## src/rtl/mem_access_unit.sv

```systemverilog
// Load/store unit between the pipeline and a word-wide data memory.
// Handles byte/halfword/word loads with sign or zero extension and
// sub-word stores via read-modify-write. Misaligned or illegal-size
// requests complete with resp_err and never touch memory.
//
// state  | meaning
// -------+-------------------------------------------------------------
// IDLE   | req_ready=1, waiting for req_valid
// RD     | load: MemRead=1, mem_rdata captured at the closing edge
// RMW_RD | sub-word store: MemRead=1, old word captured for merge
// WR     | store: MemWrite=1 with full or merged word on mem_wdata
// RESP   | resp_valid=1, resp_err=0, load result on resp_rdata
// ERR    | resp_valid=1, resp_err=1, resp_rdata=0
module mem_access_unit (
    input  logic        clk,
    input  logic        rst,
    input  logic        req_valid,
    output logic        req_ready,
    input  logic        req_we,
    input  logic [1:0]  req_size,
    input  logic        req_unsigned,
    input  logic [31:0] req_addr,
    input  logic [31:0] req_wdata,
    output logic        resp_valid,
    output logic [31:0] resp_rdata,
    output logic        resp_err,
    output logic        MemRead,
    output logic        MemWrite,
    output logic [31:0] mem_addr,
    output logic [31:0] mem_wdata,
    input  logic [31:0] mem_rdata
);

    typedef enum logic [2:0] {
        IDLE   = 3'd0,
        RD     = 3'd1,
        RMW_RD = 3'd2,
        WR     = 3'd3,
        RESP   = 3'd4,
        ERR    = 3'd5
    } state_t;

    state_t      state;
    logic [1:0]  lat_size;
    logic        lat_unsigned;
    logic [1:0]  lat_off;
    logic [15:0] lat_wdata;   // only the low halfword is ever merged

    function automatic logic is_misaligned(input logic [1:0] size, input logic [1:0] off);
        logic bad;
        case (size)
            2'b00:   bad = 1'b0;
            2'b01:   bad = off[0];
            2'b10:   bad = (off != 2'b00);
            default: bad = 1'b1;
        endcase
        return bad;
    endfunction

    function automatic logic [31:0] load_ext(input logic [31:0] w, input logic [1:0] off,
                                             input logic [1:0] size, input logic uns);
        logic [7:0]  b;
        logic [15:0] h;
        logic [31:0] r;
        b = w[{off, 3'b000} +: 8];
        h = off[1] ? w[31:16] : w[15:0];
        case (size)
            2'b00:   r = uns ? {24'd0, b} : {{24{b[7]}}, b};
            2'b01:   r = uns ? {16'd0, h} : {{16{h[15]}}, h};
            default: r = w;
        endcase
        return r;
    endfunction

    function automatic logic [31:0] store_merge(input logic [31:0] w, input logic [1:0] off,
                                                input logic [1:0] size, input logic [15:0] wd);
        logic [31:0] r;
        r = w;
        if (size == 2'b00)
            r[{off, 3'b000} +: 8] = wd[7:0];
        else if (off[1])
            r[31:16] = wd;
        else
            r[15:0] = wd;
        return r;
    endfunction

    // Sequencer with registered outputs; reset drops strobes at once and abandons any request.
    always_ff @(posedge clk or posedge rst) begin
        if (rst) begin
            state        <= IDLE;
            req_ready    <= 1'b1;
            resp_valid   <= 1'b0;
            resp_err     <= 1'b0;
            resp_rdata   <= 32'd0;
            MemRead      <= 1'b0;
            MemWrite     <= 1'b0;
            mem_addr     <= 32'd0;
            mem_wdata    <= 32'd0;
            lat_size     <= 2'd0;
            lat_unsigned <= 1'b0;
            lat_off      <= 2'd0;
            lat_wdata    <= 16'd0;
        end else begin
            case (state)
                IDLE: begin
                    if (req_valid) begin
                        req_ready    <= 1'b0;
                        lat_size     <= req_size;
                        lat_unsigned <= req_unsigned;
                        lat_off      <= req_addr[1:0];
                        lat_wdata    <= req_wdata[15:0];
                        if (is_misaligned(req_size, req_addr[1:0])) begin
                            // mem_addr/mem_wdata keep their old values on errors
                            state      <= ERR;
                            resp_valid <= 1'b1;
                            resp_err   <= 1'b1;
                            resp_rdata <= 32'd0;
                        end else begin
                            mem_addr <= {2'b00, req_addr[31:2]};
                            if (!req_we) begin
                                state   <= RD;
                                MemRead <= 1'b1;
                            end else if (req_size == 2'b10) begin
                                state     <= WR;
                                MemWrite  <= 1'b1;
                                mem_wdata <= req_wdata;
                            end else begin
                                state   <= RMW_RD;
                                MemRead <= 1'b1;
                            end
                        end
                    end
                end
                RD: begin
                    MemRead    <= 1'b0;
                    resp_valid <= 1'b1;
                    resp_rdata <= load_ext(mem_rdata, lat_off, lat_size, lat_unsigned);
                    state      <= RESP;
                end
                RMW_RD: begin
                    MemRead   <= 1'b0;
                    MemWrite  <= 1'b1;
                    mem_wdata <= store_merge(mem_rdata, lat_off, lat_size, lat_wdata);
                    state     <= WR;
                end
                WR: begin
                    MemWrite   <= 1'b0;
                    resp_valid <= 1'b1;
                    resp_rdata <= 32'd0;
                    state      <= RESP;
                end
                RESP, ERR: begin
                    resp_valid <= 1'b0;
                    resp_err   <= 1'b0;
                    resp_rdata <= 32'd0;
                    req_ready  <= 1'b1;
                    state      <= IDLE;
                end
                default: begin
                    MemRead    <= 1'b0;
                    MemWrite   <= 1'b0;
                    resp_valid <= 1'b0;
                    resp_err   <= 1'b0;
                    req_ready  <= 1'b1;
                    state      <= IDLE;
                end
            endcase
        end
    end

endmodule

```

## config.mk

```make
export PLATFORM = sky130hd
export DESIGN_NAME = mem_access_unit
export DESIGN_NICKNAME = d
export VERILOG_FILES = /design/src/rtl/mem_access_unit.sv
export SDC_FILE = /design/constraint.sdc
export NUM_CORES = 1
export LEC_CHECK = 0
export BUFFER_PORTS_ARGS = -buffer_cell sky130_fd_sc_hd__buf_2
export CORE_MARGIN = 3
export CORE_UTILIZATION = 47
export CTS_CLUSTER_DIAMETER = 100
export DETAILED_ROUTE_END_ITERATION = 16
export PLACE_DENSITY = 0.78
export RECOVER_POWER = 50
export SYNTH_ARGS = -nofsm -noshare
export SYNTH_HDL_FRONTEND = slang
export SYNTH_SLANG_ARGS = --single-unit
```

## constraint.sdc

```tcl
create_clock -name clk -period 5.45 [get_ports clk]
set_input_delay 1.09 -clock clk [delete_from_list [all_inputs] [get_ports clk]]
set_output_delay 1.09 -clock clk [all_outputs]
set_load 0.005 [all_outputs]
```

Word-level counts from Yosys, hierarchy flattened
Cells that the tools add are included.
{ "classes": {"shift": 3, "n_addsub": 1, "n_mux": 40, "bitwise": 5, "n_eq_ne": 14, "n_reduce_logical": 19} }
{ "op_table": {"columns": ["op", "n"], "rows": [
  ["32-bit two-way mux", 9],
  ["32-bit case mux with 2 select lines", 2],
  ["32-bit case mux with 3 select lines", 1],
  ["16-bit two-way mux", 3],
  ["32-bit bitwise mux", 1],
  ["8-bit by 7-bit variable shift with 32-bit output, first input constant", 1],
  ["32-bit by 6-bit indexed part select with 8-bit output", 1],
  ["8-bit by 7-bit indexed part select with 32-bit output", 1],
  ["1-bit two-way mux", 14],
  ["3-bit AND reduction", 4],
  ["2-bit != test, second input constant", 5],
  ["5-bit AND reduction", 2],
  ["1-bit case mux with 3 select lines", 3],
  ["3-bit case mux with 3 select lines", 1],
  ["3-bit OR reduction", 3],
  ["5-bit negator with 7-bit output", 1],
  ["3-bit by 2-bit equality test with 1-bit output, second input constant", 2],
  ["3-bit equality test, second input constant", 2],
  ["3-bit two-way mux", 2],
  ["1-bit case mux with 2 select lines", 3],
  ["1-bit inverter", 5],
  ["2-bit by 1-bit equality test with 1-bit output, second input constant", 2],
  ["2-bit logical NOT", 2],
  ["2-bit AND reduction", 2],
  ["9 further kinds", 10]
]} }
{ "totals": {"wordCells": 95, "reg_bits": 123, "in_bits": 103, "out_inout_bits": 101} }

Logic depth before layout (Yosys ltp)
{ "depth": {"word_depth": 7, "mapped_depth": 10, "depth_no_buf": 6} }

Worst setup path before layout
OpenSTA, ideal clock, no wires.
{ "synth_path": {"kind": "reg2reg", "start": "reg lat_off[1]", "end": "reg mem_wdata[29]", "arrival_ps": 2590, "synth_period_minus_slack_ps": 2655, "setup_ps": 64, "required_ps": 5386, "setup_slack_ps": 2795, "path_stages_with_launch": 10, "n_path_buf": 3, "path_cell_list": "dfrtp_1 buf_2 buf_2 buf_1 inv_1 ha_1 nor4bb_1 a221oi_1 a211oi_1 a221o_2"} }
{ "synth_via": {"elab_chain_len": 5, "word_cells_on_any_way": 7, "cone_classes": "add/sub (1); shift (2); mux (4)"} }
{ "synth_rtl": {"columns": ["element", "line_no", "text"], "rows": [
  ["start: declaration", "46", "logic [1:0] lat_off;"],
  ["start signal: assignment", "111", "lat_off <= req_addr[1:0];"],
  ["5-bit negator with 7-bit output", "80", "r[{off, 3'b000} +: 8] = wd[7:0];"],
  ["8-bit by 7-bit indexed part select with 32-bit output or 8-bit by 7-bit variable shift with 32-bit output (tied branches)", "80", null],
  ["32-bit bitwise mux", "80", null],
  ["32-bit two-way mux *", "79", "if (size == 2'b00)"],
  ["32-bit case mux with 2 select lines *", "105", "case (state)"],
  ["end signal: assignment", "127", "mem_wdata <= req_wdata;"],
  ["end signal: assignment", "144", "mem_wdata <= store_merge(mem_rdata, lat_off, lat_size, lat_wdata);"],
  ["end: declaration", "30", "output logic [31:0] mem_wdata,"]
]} }
Every way passes the cells marked *; elsewhere a longest branch is shown, timed or not.
A chain may end at the register's enable or synchronous reset.

Final worst setup path
{ "layout_path": {"start": "in req_valid", "end": "reg mem_wdata[30]"} }
{ "layout_via": {"elab_chain_len": 2} }
{ "layout_rtl": {"columns": ["element", "line_no", "text"], "rows": [
  ["start: declaration", "17", "input logic req_valid,"],
  ["2-bit != test (no source line)", null, null],
  ["5-bit AND reduction (no source line)", null, null]
]} }
Every way passes these cells.

==> metrics.csv <==
metric,value,unit
worst path required time,5810,ps
CP Launch Type,input port,
core footprint,12900,um^2
DR pass1 iterations,5,
post-CTS setup buffer count,0,
worst-path fanout max,33,
Hold Buf Count CTS,0,
Buffers on Ports,201,
synthesis-stage register bit count,123,
async set-or-reset flop fraction in the synthesized netlist,100,%
DR vias,5329,
Worst Max-Slew Pin Slew,3470,ps
DRC Markers,0,
Post-Route WL,18900,um
Post-synth EDFFs,0,
initial antenna violation count,1,
first-pass GRT wire length,29300,um
Clock Sinks,123,
Synth area leaders,"dfrtp_1 (48%), mux2_2 (9.8%), a221o_1 (7.2%)",
VDD IR max,0.000342,V
DP HPWL,14000,um
hold path startpoint,resp_rdata[13]$_DFFE_PP0P_,
Die X,122,um
CP arrival,4310,ps
Total GRT Usage,26.1,%
clock skew,10.6,ps
hold crit path type,flip-flop to flip-flop,
Initial Util,48.9,%
grt total ovfl,0,
Top Ports,204,
Row Count,41,
share of the synthesized area in the top cell type,48.5,%
WS Path Type,input port to flip-flop,
Pleak,0.00365,uW
Final ANT Viol Nets,0,
Vias per Instance,6.07,
reg2reg path depth,6,
Layout area overhead,24.7,%
failing checks,"max-capacitance violations, max-slew violations",
GPL Wtd Cong,0.873,
Syn Area/Cell,12.3,um^2
Yosys cell types,56,
largest net degree at the start of global routing,83,
RSZ-0062 raised after global routing,false,
H-tree depth,4,
Die Ht,122,um
critical path endpoint category,flip-flop,
Tcrit/Tclk final,72.5,%
Max Slew Vio Count,150,
Ys Warns,0,
layout cells sized above 1,39.0,%
DR iter-0 viols,521,
placed insts,846,
# setup viols final,0,
CTS resizes,0,
die area,14800,um^2
clock root buffer,clkbuf_16,
# nets final,801,
top cell type by total area after synthesis,dfrtp_1,
FF-to-FF setup slack,1740,ps
Fmax,253,MHz
maxcap violations,3,
Cells after Synth,511,
outcome,"complete, but fails checks",
Synth Cell Area,6300,um^2
antenna diode count,0,
latest clock arrival within the worst-skew pair,420,ps
Final min period,3950,ps
RR Startpoint,state[1]$_DFFE_PP0N_,
register area share after synthesis,48.9,%
P per Cell Area,592,nW/um^2
Clock Path Buffers,2,
CTS buffer count,17,
final hold vios,0,
"Primary FF master, synth",dfrtp_1,
vias in the first global route,5347,
Worst-path clk slew,50,ps
RR Endpoint,mem_wdata[30]$_DFFE_PP0P_,
Hold Path Stages,1,
max_slew headroom,-133,%
Final TNS setup,0,ps
DR WL/cell,21.6,um
Min-Delay Endpoint,resp_rdata[13]$_DFFE_PP0P_,
TritonCTS clock tree,done,
post-route insts no fill,878,
==> critical path, stage by stage <==
cell,delay (ps)
clkbuf_1,130
nor4b_1,290
clkbuf_1,1210
o21ai_2,100
buf_4,310
nor2_2,850
a221o_2,290
==> final cells by class <==
cell class	count	area [um^2]
Clock inverter	14	196
Inverter	17	65.1
Timing Repair Buffer	207	998
Sequential cell	123	3080
Multi-Input combinational cell	327	2870
Fill cell	1073	5020
Clock buffer	18	429
Tap cell	172	215
==> metal layers <==
metal / vias up / wire length [um] / GRT usage (%)
li1: 2385 / - / -
met1: 2611 / 7710 / 33.5
met2: 292 / 8980 / 41.3
met3: 39 / 1710 / 7.99
met4: 2 / 506 / 10.8
met5: - / 7 / 0
==> stage by stage <==
stage	hold WS [ps]	area, um^2	power (uW)	setup slack, ps	utilization, %
after floorplan	474	6300	2870	1090	-
after global placement	460	7290	3410	2150	56.7
after detailed placement	471	7290	3480	1950	56.7
after CTS	485	7920	4690	1920	61.5
after global routing	497	7850	4940	1230	61.0
final	484	7850	4650	1500	61.0
==> synthesized netlist by cell type, types with 2 or more instances <==
master         count
dfrtp_1          122
mux2_2            55
a221o_1           45
a221oi_1          32
mux2i_1           27
a211oi_1          24
inv_1             17
buf_2             15
nand2_1           14
a21oi_1           13
clkbuf_1          12
nor2b_1           11
nor2_1            10
buf_6              9
a21o_1             8
a311oi_1           8
nand3b_1           8
a32o_1             7
nand2b_1           7
o2bb2ai_1          7
ha_1               5
o21ai_0            5
buf_1              4
and2_1             3
buf_4              3
mux2_1             3
nor4bb_1           3
a221o_2            2
a22o_1             2
dlygate4sd1_1      2
nor3_1             2
or2_2              2
==> state kept, by name (all words and copies together) (netlist names), 2 cells and up <==
name / cells
mem_wdata: 32
lat_size: 2
mem_addr: 30
lat_off: 2
resp_rdata: 32
lat_wdata: 16
state: 3
==> cells in the final DEF (no fill, tap or decap), types with 4 or more instances in the layout <==
| cell type | count |
|---|---|
| o2bb2ai_1 | 7 |
| a21oi_1 | 13 |
| a21o_1 | 8 |
| ha_1 | 5 |
| a32o_1 | 7 |
| a221o_1 | 45 |
| nand2b_1 | 7 |
| o21ai_0 | 5 |
| mux2i_1 | 27 |
| a221oi_1 | 32 |
| clkbuf_1 | 39 |
| nand3b_1 | 8 |
| a311oi_1 | 8 |
| clkbuf_16 | 17 |
| bufinv_16 | 4 |
| mux2_2 | 55 |
| clkinv_4 | 4 |
| buf_2 | 165 |
| inv_1 | 16 |
| dfrtp_1 | 121 |
| nand2_1 | 14 |
| nor2_1 | 10 |
| a211oi_1 | 24 |
| buf_4 | 4 |
| nor2b_1 | 11 |
==> cells by family after synthesis <==
kind of cell | share of synthesized area, %
flip-flops | 48.9
multiplexers | 15.0
buffers and inverters | 5.40
AO/OA/AOI/OAI | 22.3
adder cells (fa/ha/maj) | 0.993
AND/OR/NAND/NOR | 7.29
other | 0.0595
==> how the worst max path moves through the flow <==
stage / start / endpoint / slack [ps]
global route: req_valid / mem_wdata[30]$_DFFE_PP0P_ / 1230
finish: req_valid / mem_wdata[30]$_DFFE_PP0P_ / 1500
CTS: lat_off[1]$_DFFE_PP0P_ / mem_wdata[17]$_DFFE_PP0P_ / 1920
global placement: lat_off[1]$_DFFE_PP0P_ / mem_wdata[23]$_DFFE_PP0P_ / 2150
detailed placement: lat_off[1]$_DFFE_PP0P_ / mem_wdata[17]$_DFFE_PP0P_ / 1950
floorplan: rst / MemRead$_DFFE_PP0P_ / 1090
==> where the power goes <==
| part | internal [uW] | switching [uW] | total [uW] | leakage, uW |
|---|---|---|---|---|
| registers | 1310 | 422 | 1730 | 0.00153 |
| clock network | 766 | 430 | 1200 | 0.000296 |
| logic | 882 | 838 | 1720 | 0.00182 |
| total | 2960 | 1690 | 4650 | 0.00365 |
Power figures use the tool's default switching activity.
